<file path="src/rtl/dm_load_unit_pkg.sv">
// Shared load/store decode definitions, FSM state encodings and instruction field ranges.
// Used by the load unit and by any single-cycle memory path that reuses the extender.
package dm_load_unit_pkg;

    localparam int OPC_MSB = 31;
    localparam int OPC_LSB = 26;

    localparam logic [5:0] OPC_LW  = 6'b100011;
    localparam logic [5:0] OPC_LB  = 6'b100000;
    localparam logic [5:0] OPC_LBU = 6'b100100;
    localparam logic [5:0] OPC_LH  = 6'b100001;
    localparam logic [5:0] OPC_LHU = 6'b100101;
    localparam logic [5:0] OPC_SW  = 6'b101011;
    localparam logic [5:0] OPC_SB  = 6'b101000;
    localparam logic [5:0] OPC_SH  = 6'b101001;

    typedef enum logic [1:0] {ST_IDLE, ST_WAIT, ST_DONE} ld_state_t;
    typedef enum logic [2:0] {LD_W, LD_B, LD_BU, LD_H, LD_HU} ld_op_t;

    typedef struct packed {
        logic   is_ld;
        ld_op_t op;
    } ld_dec_t;

    function automatic ld_dec_t decode_load(input logic [5:0] opc);
        ld_dec_t d;
        d.is_ld = 1'b1;
        d.op    = LD_W;
        case (opc)
            OPC_LW:  d.op = LD_W;
            OPC_LB:  d.op = LD_B;
            OPC_LBU: d.op = LD_BU;
            OPC_LH:  d.op = LD_H;
            OPC_LHU: d.op = LD_HU;
            default: d.is_ld = 1'b0;
        endcase
        return d;
    endfunction

    function automatic logic is_store(input logic [5:0] opc);
        return (opc == OPC_SW) || (opc == OPC_SB) || (opc == OPC_SH);
    endfunction

endpackage

</file>
<file path="src/rtl/dm_load_unit_if.sv">
// Read port between the load unit (master) and a variable-latency data memory (slave).
// Request is held high until a single-cycle rvalid pulse answers it; no other backpressure.
interface dm_load_unit_if;
    logic        mem_req;
    logic [31:0] mem_addr;
    logic [31:0] mem_rdata;
    logic        mem_rvalid;

    modport master (output mem_req, output mem_addr, input mem_rdata, input mem_rvalid);
    modport slave  (input mem_req, input mem_addr, output mem_rdata, output mem_rvalid);
endinterface

</file>
<file path="src/rtl/dm_load_unit_load_ext.sv">
// Combinational byte/half extraction and sign/zero extension of a loaded word.
// Zero latency, no handshake; lane chosen by the low address bits captured with the request.
module load_ext
    import dm_load_unit_pkg::*;
(
    input  ld_op_t      op_i,
    input  logic [1:0]  a_i,
    input  logic [31:0] word_i,
    output logic [31:0] data_o
);

    logic [7:0]  byte_sel;
    logic [15:0] half_sel;

    always_comb begin
        byte_sel = word_i[7:0];
        case (a_i)
            2'd0:    byte_sel = word_i[7:0];
            2'd1:    byte_sel = word_i[15:8];
            2'd2:    byte_sel = word_i[23:16];
            default: byte_sel = word_i[31:24];
        endcase
        half_sel = a_i[1] ? word_i[31:16] : word_i[15:0];
    end

    always_comb begin
        data_o = word_i;
        case (op_i)
            LD_B:    data_o = {{24{byte_sel[7]}}, byte_sel};
            LD_BU:   data_o = {24'd0, byte_sel};
            LD_H:    data_o = {{16{half_sel[15]}}, half_sel};
            LD_HU:   data_o = {16'd0, half_sel};
            default: data_o = word_i;
        endcase
    end

endmodule

</file>
<file path="src/rtl/dm_load_unit.sv">
// M-stage load unit: IDLE->WAIT->DONE request/rvalid sequencer with timeout and misalign rejection.
// Stall is held from detect through WAIT; result pulses ld_valid one cycle after rvalid.
module dm_load_unit
    import dm_load_unit_pkg::*;
#(
    parameter int MAX_WAIT = 16
) (
    input  logic           clk,
    input  logic           reset,
    input  logic [31:0]    IR_M,
    input  logic [31:0]    addr,
    input  logic           flush,
    dm_load_unit_if.master mem,
    output logic           stall,
    output logic [31:0]    ld_data,
    output logic           ld_valid,
    output logic           addr_err,
    output logic           timeout_err
);

    ld_state_t   state_q;
    ld_op_t      op_q;
    logic [1:0]  a_q;
    logic [7:0]  cnt_q;
    logic        mem_req_q;
    logic [31:0] mem_addr_q;
    logic [31:0] ld_data_q;
    logic        ld_valid_q;
    logic        addr_err_q;
    logic        timeout_err_q;

    ld_dec_t     dec;
    logic        is_load;
    logic        misalign;
    logic [31:0] ext_d;
    logic        ir_unused;

    assign dec       = decode_load(IR_M[OPC_MSB:OPC_LSB]);
    assign ir_unused = ^IR_M[OPC_LSB-1:0];
    assign is_load   = dec.is_ld & ~flush;
    assign misalign  = ((dec.op == LD_W) && (addr[1:0] != 2'b00)) ||
                       (((dec.op == LD_H) || (dec.op == LD_HU)) && addr[0]);

    load_ext u_ext (
        .op_i   (op_q),
        .a_i    (a_q),
        .word_i (mem.mem_rdata),
        .data_o (ext_d)
    );

    always_ff @(posedge clk) begin
        if (reset) begin
            state_q       <= ST_IDLE;
            op_q          <= LD_W;
            a_q           <= 2'b00;
            cnt_q         <= 8'd0;
            mem_req_q     <= 1'b0;
            mem_addr_q    <= 32'd0;
            ld_data_q     <= 32'd0;
            ld_valid_q    <= 1'b0;
            addr_err_q    <= 1'b0;
            timeout_err_q <= 1'b0;
        end else begin
            ld_valid_q    <= 1'b0;
            addr_err_q    <= 1'b0;
            timeout_err_q <= 1'b0;
            case (state_q)
                ST_IDLE: begin
                    // Any rvalid seen here is a stale answer to an abandoned request.
                    if (is_load) begin
                        if (misalign) begin
                            addr_err_q <= 1'b1;
                        end else begin
                            mem_addr_q <= {addr[31:2], 2'b00};
                            op_q       <= dec.op;
                            a_q        <= addr[1:0];
                            cnt_q      <= 8'd0;
                            mem_req_q  <= 1'b1;
                            state_q    <= ST_WAIT;
                        end
                    end
                end
                ST_WAIT: begin
                    cnt_q <= cnt_q + 8'd1;
                    if (mem.mem_rvalid) begin
                        ld_data_q  <= ext_d;
                        ld_valid_q <= 1'b1;
                        mem_req_q  <= 1'b0;
                        state_q    <= ST_DONE;
                    end else if (cnt_q == 8'(MAX_WAIT - 1)) begin
                        ld_data_q     <= 32'd0;
                        ld_valid_q    <= 1'b1;
                        timeout_err_q <= 1'b1;
                        mem_req_q     <= 1'b0;
                        state_q       <= ST_DONE;
                    end
                end
                ST_DONE: begin
                    cnt_q   <= 8'd0;
                    state_q <= ST_IDLE;
                end
                default: state_q <= ST_IDLE;
            endcase
        end
    end

    // Low in DONE so the pipeline advances past the held load without reissuing it.
    assign stall = ((state_q == ST_IDLE) && is_load && !misalign) || (state_q == ST_WAIT);

    assign mem.mem_req  = mem_req_q;
    assign mem.mem_addr = mem_addr_q;
    assign ld_data      = ld_data_q;
    assign ld_valid     = ld_valid_q;
    assign addr_err     = addr_err_q;
    assign timeout_err  = timeout_err_q;

endmodule

</file>
<file path="src/flat_wrapper.sv">
// flat-port wrapper written by rule: the top's interface ports become plain ports
module dm_load_unit_flat import dm_load_unit_pkg::*;
#(
    parameter int MAX_WAIT = 16
)
  (clk, reset, IR_M, addr, flush, stall, ld_data, ld_valid, addr_err, timeout_err, mem_mem_req, mem_mem_addr, mem_mem_rdata, mem_mem_rvalid);
  dm_load_unit_if mem_i ();
  input  logic clk;
  input  logic reset;
  input  logic [31:0] IR_M;
  input  logic [31:0] addr;
  input  logic flush;
  output logic stall;
  output logic [31:0] ld_data;
  output logic ld_valid;
  output logic addr_err;
  output logic timeout_err;
  output wire logic [$bits(mem_i.mem_req)-1:0] mem_mem_req;
  output wire logic [$bits(mem_i.mem_addr)-1:0] mem_mem_addr;
  input wire logic [$bits(mem_i.mem_rdata)-1:0] mem_mem_rdata;
  input wire logic [$bits(mem_i.mem_rvalid)-1:0] mem_mem_rvalid;
  assign mem_mem_req = mem_i.mem_req;
  assign mem_mem_addr = mem_i.mem_addr;
  assign mem_i.mem_rdata = mem_mem_rdata;
  assign mem_i.mem_rvalid = mem_mem_rvalid;
  dm_load_unit #(.MAX_WAIT(MAX_WAIT)) u_core (.clk(clk), .reset(reset), .IR_M(IR_M), .addr(addr), .flush(flush), .mem(mem_i), .stall(stall), .ld_data(ld_data), .ld_valid(ld_valid), .addr_err(addr_err), .timeout_err(timeout_err));
endmodule
</file>
<file path="config.mk">
export PLATFORM = sky130hd
export DESIGN_NAME = dm_load_unit_flat
export DESIGN_NICKNAME = d
export VERILOG_FILES = /design/src/rtl/dm_load_unit_pkg.sv /design/src/rtl/dm_load_unit_if.sv /design/src/rtl/dm_load_unit_load_ext.sv /design/src/rtl/dm_load_unit.sv /design/src/flat_wrapper.sv
export SDC_FILE = /design/constraint.sdc
export NUM_CORES = 1
export LEC_CHECK = 0
export BUFFER_PORTS_ARGS = -buffer_cell sky130_fd_sc_hd__buf_4
export CORE_ASPECT_RATIO = 0.8
export CORE_MARGIN = 1.5
export CORE_UTILIZATION = 49
export DETAILED_ROUTE_END_ITERATION = 6
export MAX_ROUTING_LAYER = met4
export PLACE_DENSITY = 0.8
export SLEW_MARGIN = 10
export SYNTH_ARGS = -nofsm -noshare
export SYNTH_HDL_FRONTEND = slang
export SYNTH_SLANG_ARGS = --single-unit
</file>
<file path="constraint.sdc">
create_clock -name clk -period 2.9 [get_ports clk]
set_input_delay 0.87 -clock clk [delete_from_list [all_inputs] [get_ports clk]]
set_output_delay 0.87 -clock clk [all_outputs]
set_load 0.005 [all_outputs]
</file>
=== Word-level counts from Yosys, hierarchy flattened ===
Cells that the tools add are included.

* $add $sub $neg: 1
* Equality and inequality tests: 19
* Multiplexer cells: 23
* Bitwise gates (word level): 6
* Reductions and logical operators: 24

{| class="wikitable"
|+ Operators by type and width
! kind !! count
|-
| $pmux W32 S4 || 1
|-
| $mux W32 || 2
|-
| $pmux W8 S3 || 2
|-
| $eq A6 B6 Y1 const B || 5
|-
| $mux W16 || 1
|-
| $mux W8 || 2
|-
| $pmux W3 S4 || 1
|-
| $eq A3 B2 Y1 const B || 3
|-
| $reduce_and A3 Y1 || 3
|-
| $add A8 B1 Y8 const B || 1
|-
| $eq A8 B4 Y1 const B || 1
|-
| $mux W1 || 8
|-
| $mux W2 || 4
|-
| $eq A3 B3 Y1 const B || 2
|-
| $reduce_bool A2 Y1 || 3
|-
| $reduce_or A3 Y1 || 2
|-
| $not A1 Y1 || 5
|-
| $reduce_or A5 Y1 || 1
|-
| $eq A2 B1 Y1 const B || 2
|-
| $eq A2 B2 Y1 const B || 2
|-
| $logic_and A1 B1 Y1 || 4
|-
| $logic_not A2 Y1 || 2
|-
| $pmux W2 S2 || 1
|-
| $reduce_and A4 Y1 || 1
|-
| other kinds (12) || 14
|}

* Register bits: 81
* Bits of input ports: 100
* Output and inout bits: 69
* Word-level logic and storage cells: 83

=== Logic depth before layout (Yosys ltp) ===
* Depth after elaboration: 9
* Gate-level depth with buffers: 7

=== By module ===
A second synthesis with hierarchy kept.

* Cell total of the unflattened synthesis: 516
* Area, all modules: 4,485.6 µm²

{| class="wikitable"
|+ By module, submodules not included
! module !! instances !! cells an instance !! area an instance (µm²) !! sequential area each (µm²)
|-
| dm_load_unit || 1 || 334 || 3,209.3 || 1,621.6
|-
| load_ext || 1 || 182 || 1,276.2 || 0.0
|}

=== Worst setup path before layout ===
No wires, ideal clock.

* Path type: input to output
* Start point: input port IR_M[29]
* End point: output port stall
* Arrival time: 2.005 ns
* Setup slack: 0.025 ns
* Stages on the path: 4
* Cells stage by stage: or4b_4 > a211oi_4 > nand3_1 > nand2_1

* Cells in the longest elaborated chain, start to end: 9
* Elaborated cells on any way between the ends: 20

{| class="wikitable"
|+ RTL lines
! item !! RTL line !! RTL
|-
| start, declared || flat_wrapper.sv:10 || <nowiki>input logic [31:0] IR_M;</nowiki>
|-
| $eq A6 B6 Y1 || dm_load_unit_pkg.sv:29 || <nowiki>case (opc)</nowiki>
|-
| $pmux W3 S4 || dm_load_unit_pkg.sv:29 ||
|-
| $eq A3 B2 Y1 / $eq A3 B3 Y1 (equally long branches) || dm_load_unit.sv:42 || <nowiki>(((dec.op == LD_H) || (dec.op == LD_HU)) && addr[0]);</nowiki>
|-
| $logic_or A1 B1 Y1 || dm_load_unit.sv:42 ||
|-
| $logic_and A1 B1 Y1 || dm_load_unit.sv:42 ||
|-
| $logic_or A1 B1 Y1 || dm_load_unit.sv:41 || <nowiki>assign misalign = ((dec.op == LD_W) && (addr[1:0] != 2'b00)) ||</nowiki>
|-
| $logic_not A1 Y1 || dm_load_unit.sv:108 || <nowiki>assign stall = ((state_q == ST_IDLE) && is_load && !misalign) || (state_q == ST_WAIT);</nowiki>
|-
| $logic_and A1 B1 Y1 (*) || dm_load_unit.sv:108 ||
|-
| $logic_or A1 B1 Y1 (*) || dm_load_unit.sv:108 ||
|-
| end, declared || flat_wrapper.sv:13 || <nowiki>output logic stall;</nowiki>
|}

Every way passes the cells marked *; elsewhere a longest branch is shown, timed or not.

=== Worst setup path after layout ===
* Start point: input port flush
* End point: output port stall

* Cells in the longest elaborated chain, start to end: 5

{| class="wikitable"
|+ RTL lines
! item !! RTL line !! RTL
|-
| start, declared || flat_wrapper.sv:12 || <nowiki>input logic flush;</nowiki>
|-
| $not A1 Y1 || dm_load_unit.sv:40 || <nowiki>assign is_load = dec.is_ld & ~flush;</nowiki>
|-
| $and A1 B1 Y1 || dm_load_unit.sv:40 ||
|-
| $logic_and A1 B1 Y1 (2 in series) || dm_load_unit.sv:108 ||
|-
| $logic_or A1 B1 Y1 || dm_load_unit.sv:108 ||
|}

Every way passes these cells.

==> metrics.cfg <==
[power]
leakage_nw = 2.09
power_density_nw_per_um2 = 396
p_sw_mw = 0.564
p_sw_frac = 0.255
clkPwrFrac = 0.384
pwr-share-comb = 0.110
internal_power_mw = 1.64
irDropWorstVdd_mv = 0.280
seq_power_share = 0.506

[synthesis]
synth_xor_area_frac = 0.00834
synth_fa_ha_area_frac = 0.00298
synth_most_common_cell = dfxtp_1
ys.flop_type = dfxtp_1
yosys.area.top_type_share = 0.386
synth_cell_type_count = 62
synth_top_area_cell = dfxtp_1
synthMuxAreaShare = 0.0244
synth-simple-area-share = 0.167
syn_area_per_cell_sq_um = 8.67
synth_top_family_by_area = compound AO/OA/AOI/OAI gates
synth.ff_latch_count = 81
synth-async-reset-ratio = 0
synth_edf_count = 0
syn_area_sq_um = 4200
synthTopCellsByCount = 81 x dfxtp_1, 57 x a21oi_1, 40 x o31ai_1, 33 x nand4_1, 32 x clkbuf_1
ys_top_cells_by_area = dfxtp_1 39%, o31ai_1 7.1%, a21oi_1 6.8%
yosysSeqAreaShare = 0.386
syn_inst = 485
yosysWarnings = 0
synth_compound_area_frac = 0.347

[drt]
num_vias = 4477
wl_per_cell_um = 17.8
firstDrtPassIters = 5
dr_wl_met2_um = 5850
wl_met3_um = 773
drtIter0Drc = 331
remaining_drc_errors = 0
wl_met1_um = 5830
ant_nets = 0
dr.max_layer_used = met4
routed_wl_um = 12900
via_per_inst = 6.18

[floorplanning]
fp.dieW_um = 107
die_h_um = 85.8
start_util = 0.500
io_pins = 169
rows = 30
dieArea_sq_um = 9150
core_area_sq_um = 8410

[worst_setup_path]
worstSetupStartpointType = input pin
worstSetupEndpointType = primary output
cp_max_fo = 3
worstPathArrival_ns = 2.03
rrSetupSlack_ns = 0.78
required_ns = 2.03
path_class = in -> out
r2r-end = u_core.ld_data[1]$_SDFFE_PP0P_
rr_startpoint = u_core.op_q[2]$_SDFFE_PP0P_
r2r_cells = 4

[clock_network]
clk_root_buffer_cell = clkbuf_8
htreeDepth = 3
cts_sinks = 81
cts_tree = yes
cts_buffers = 9
insertion_delay_ns = 0.38
clkTransAtPathRegs_ns = 0.08
clockBufferDepth = 2

[sta]
maxSlewHeadroom = 0.473
final-hold-violation-count = 0
whs_ns = 0.469
rsz0062_at_grt = true
clock.fmax_ghz = 0.345
period_minus_slack_ns = 2.90
fin_crit_sh = 0.999
setup_viol = 0
finalSetupTns_ns = 0
worst_pin_slew_ns = 0.785
drv_slew = 0
skew_ns = 0.0103

[grt]
antenna_found_initial = 0
grt_pass1_wl_um = 20500
grt_max_degree = 47
grt-ovfl-total = 0
first_global_vias = 4133
grt.total_usage = 0.290

[final_layout]
insertedDiodeCount = 0
area_delta_synth_final_pct = 32.7
fin_nets = 709
fin_util = 0.663
drive_above_1_share = 0.312
final_area_sq_um = 5580

[outcome]
status = finished, final reports clean

[placed_design]
hpwl_um = 8800
gp_congestion = 0.951
postPlaceCellArea_sq_um = 5350
io_buffers = 140

[hold_path]
hold_class = reg -> reg
hold_depth = 1
hold_start = u_core.ld_data[13]$_SDFFE_PP0P_
whs_endpoint = u_core.ld_data[13]$_SDFFE_PP0P_

[flow_run]
drv_cap = 0

==> layout make-up <==
type	count	area, sq um
Fill cell	718	2830
Multi-Input combinational cell	342	2330
Sequential cell	81	1620
Timing Repair Buffer	162	1240
Clock buffer	11	141
Tap cell	112	140
Clock inverter	5	55.1
Inverter	12	45.0
==> flip-flops by register name (all words and copies together) (netlist names), 2 cells and up <==
name	flops
u_core.mem.mem_addr	30
u_core.state_q	2
u_core.ld_data	32
u_core.op_q	3
u_core.a_q	2
u_core.cnt_q	8
==> what timing repair did <==
item,in CTS,in global routing
buffers inserted,1,0
setup endpoints to repair,1,1
hold buffers,0,0
gates resized for setup,5,1
pin swaps,4,0
==> cells by family (layout without fill, tap and decap cells) <==
kind of cell / after synthesis / after routing
xor gates and xnor gates: 4 / 4
AOI/OAI and AO/OA: 202 / 202
DFF: 81 / 81
buffers and inverters: 63 / 190
adders and majority gates: 1 / 1
muxes: 9 / 9
and+or+nand+nor: 124 / 124
other: 1 / 2
==> layout by cell type, fill, tap and decap left out, types with 3 or more instances in the layout <==
master	count
nand3_1	5
o2111ai_1	7
inv_1	12
nand2_1	13
xnor2_1	3
nor4_1	3
a21oi_1	57
mux2i_1	8
nor3_1	8
clkbuf_8	10
o21ai_0	12
nand2b_1	5
and2_1	3
a221o_1	7
or3_1	4
buf_6	3
or4_1	3
o211ai_1	15
nand4_1	33
o221ai_1	7
dfxtp_1	81
buf_4	158
o2bb2ai_1	24
o21a_1	9
o22a_1	7
nor2_1	29
o31ai_1	40
a31oi_1	3
==> worst max-delay path: stages <==
cell	delay, ns
buf_6	0.09
or4b_4	0.55
a211oi_4	0.20
nand3_2	0.14
nand2_2	0.09
buf_6	0.09
==> worst max-delay path by stage <==
stage	from	to	slack [ns]	cells past startpoint
2_1_floorplan	IR_M[29]	stall	0.02	4
6_report	flush	stall	0.003	6
3_3_place_gp	IR_M[29]	stall	-0.13	6
5_1_grt	flush	stall	-0.03	6
3_5_place_dp	IR_M[29]	stall	-0.12	6
4_1_cts	flush	stall	0.0001	6
==> layer usage <==
layer / track usage / vias up
met4: 0.118 / 0
met5: - / -
met2: 0.419 / 180
met3: 0.0714 / 43
met1: 0.389 / 2116
li1: - / 2138
==> power by group through the flow <==
stage	logic, mW	registers [mW]	clock network [mW]
3_3_place_gp	0.231	1.14	0
3_5_place_dp	0.234	1.14	0
2_1_floorplan	0.0988	1.14	0
6_report	0.242	1.12	0.849
4_1_cts	0.237	1.12	0.853
5_1_grt	0.257	1.12	0.911
==> through the flow <==
step / worst slack, ns / instances / total power [mW]
floorplan: 0.0245 / 486 / 1.24
CTS: 0.000143 / 725 / 2.21
finish: 0.00322 / 725 / 2.21
detailed placement: -0.117 / 708 / 1.38
global placement: -0.134 / 708 / 1.37
global route: -0.0320 / 725 / 2.29
Note: power is estimated with default switching activity, not from simulation.
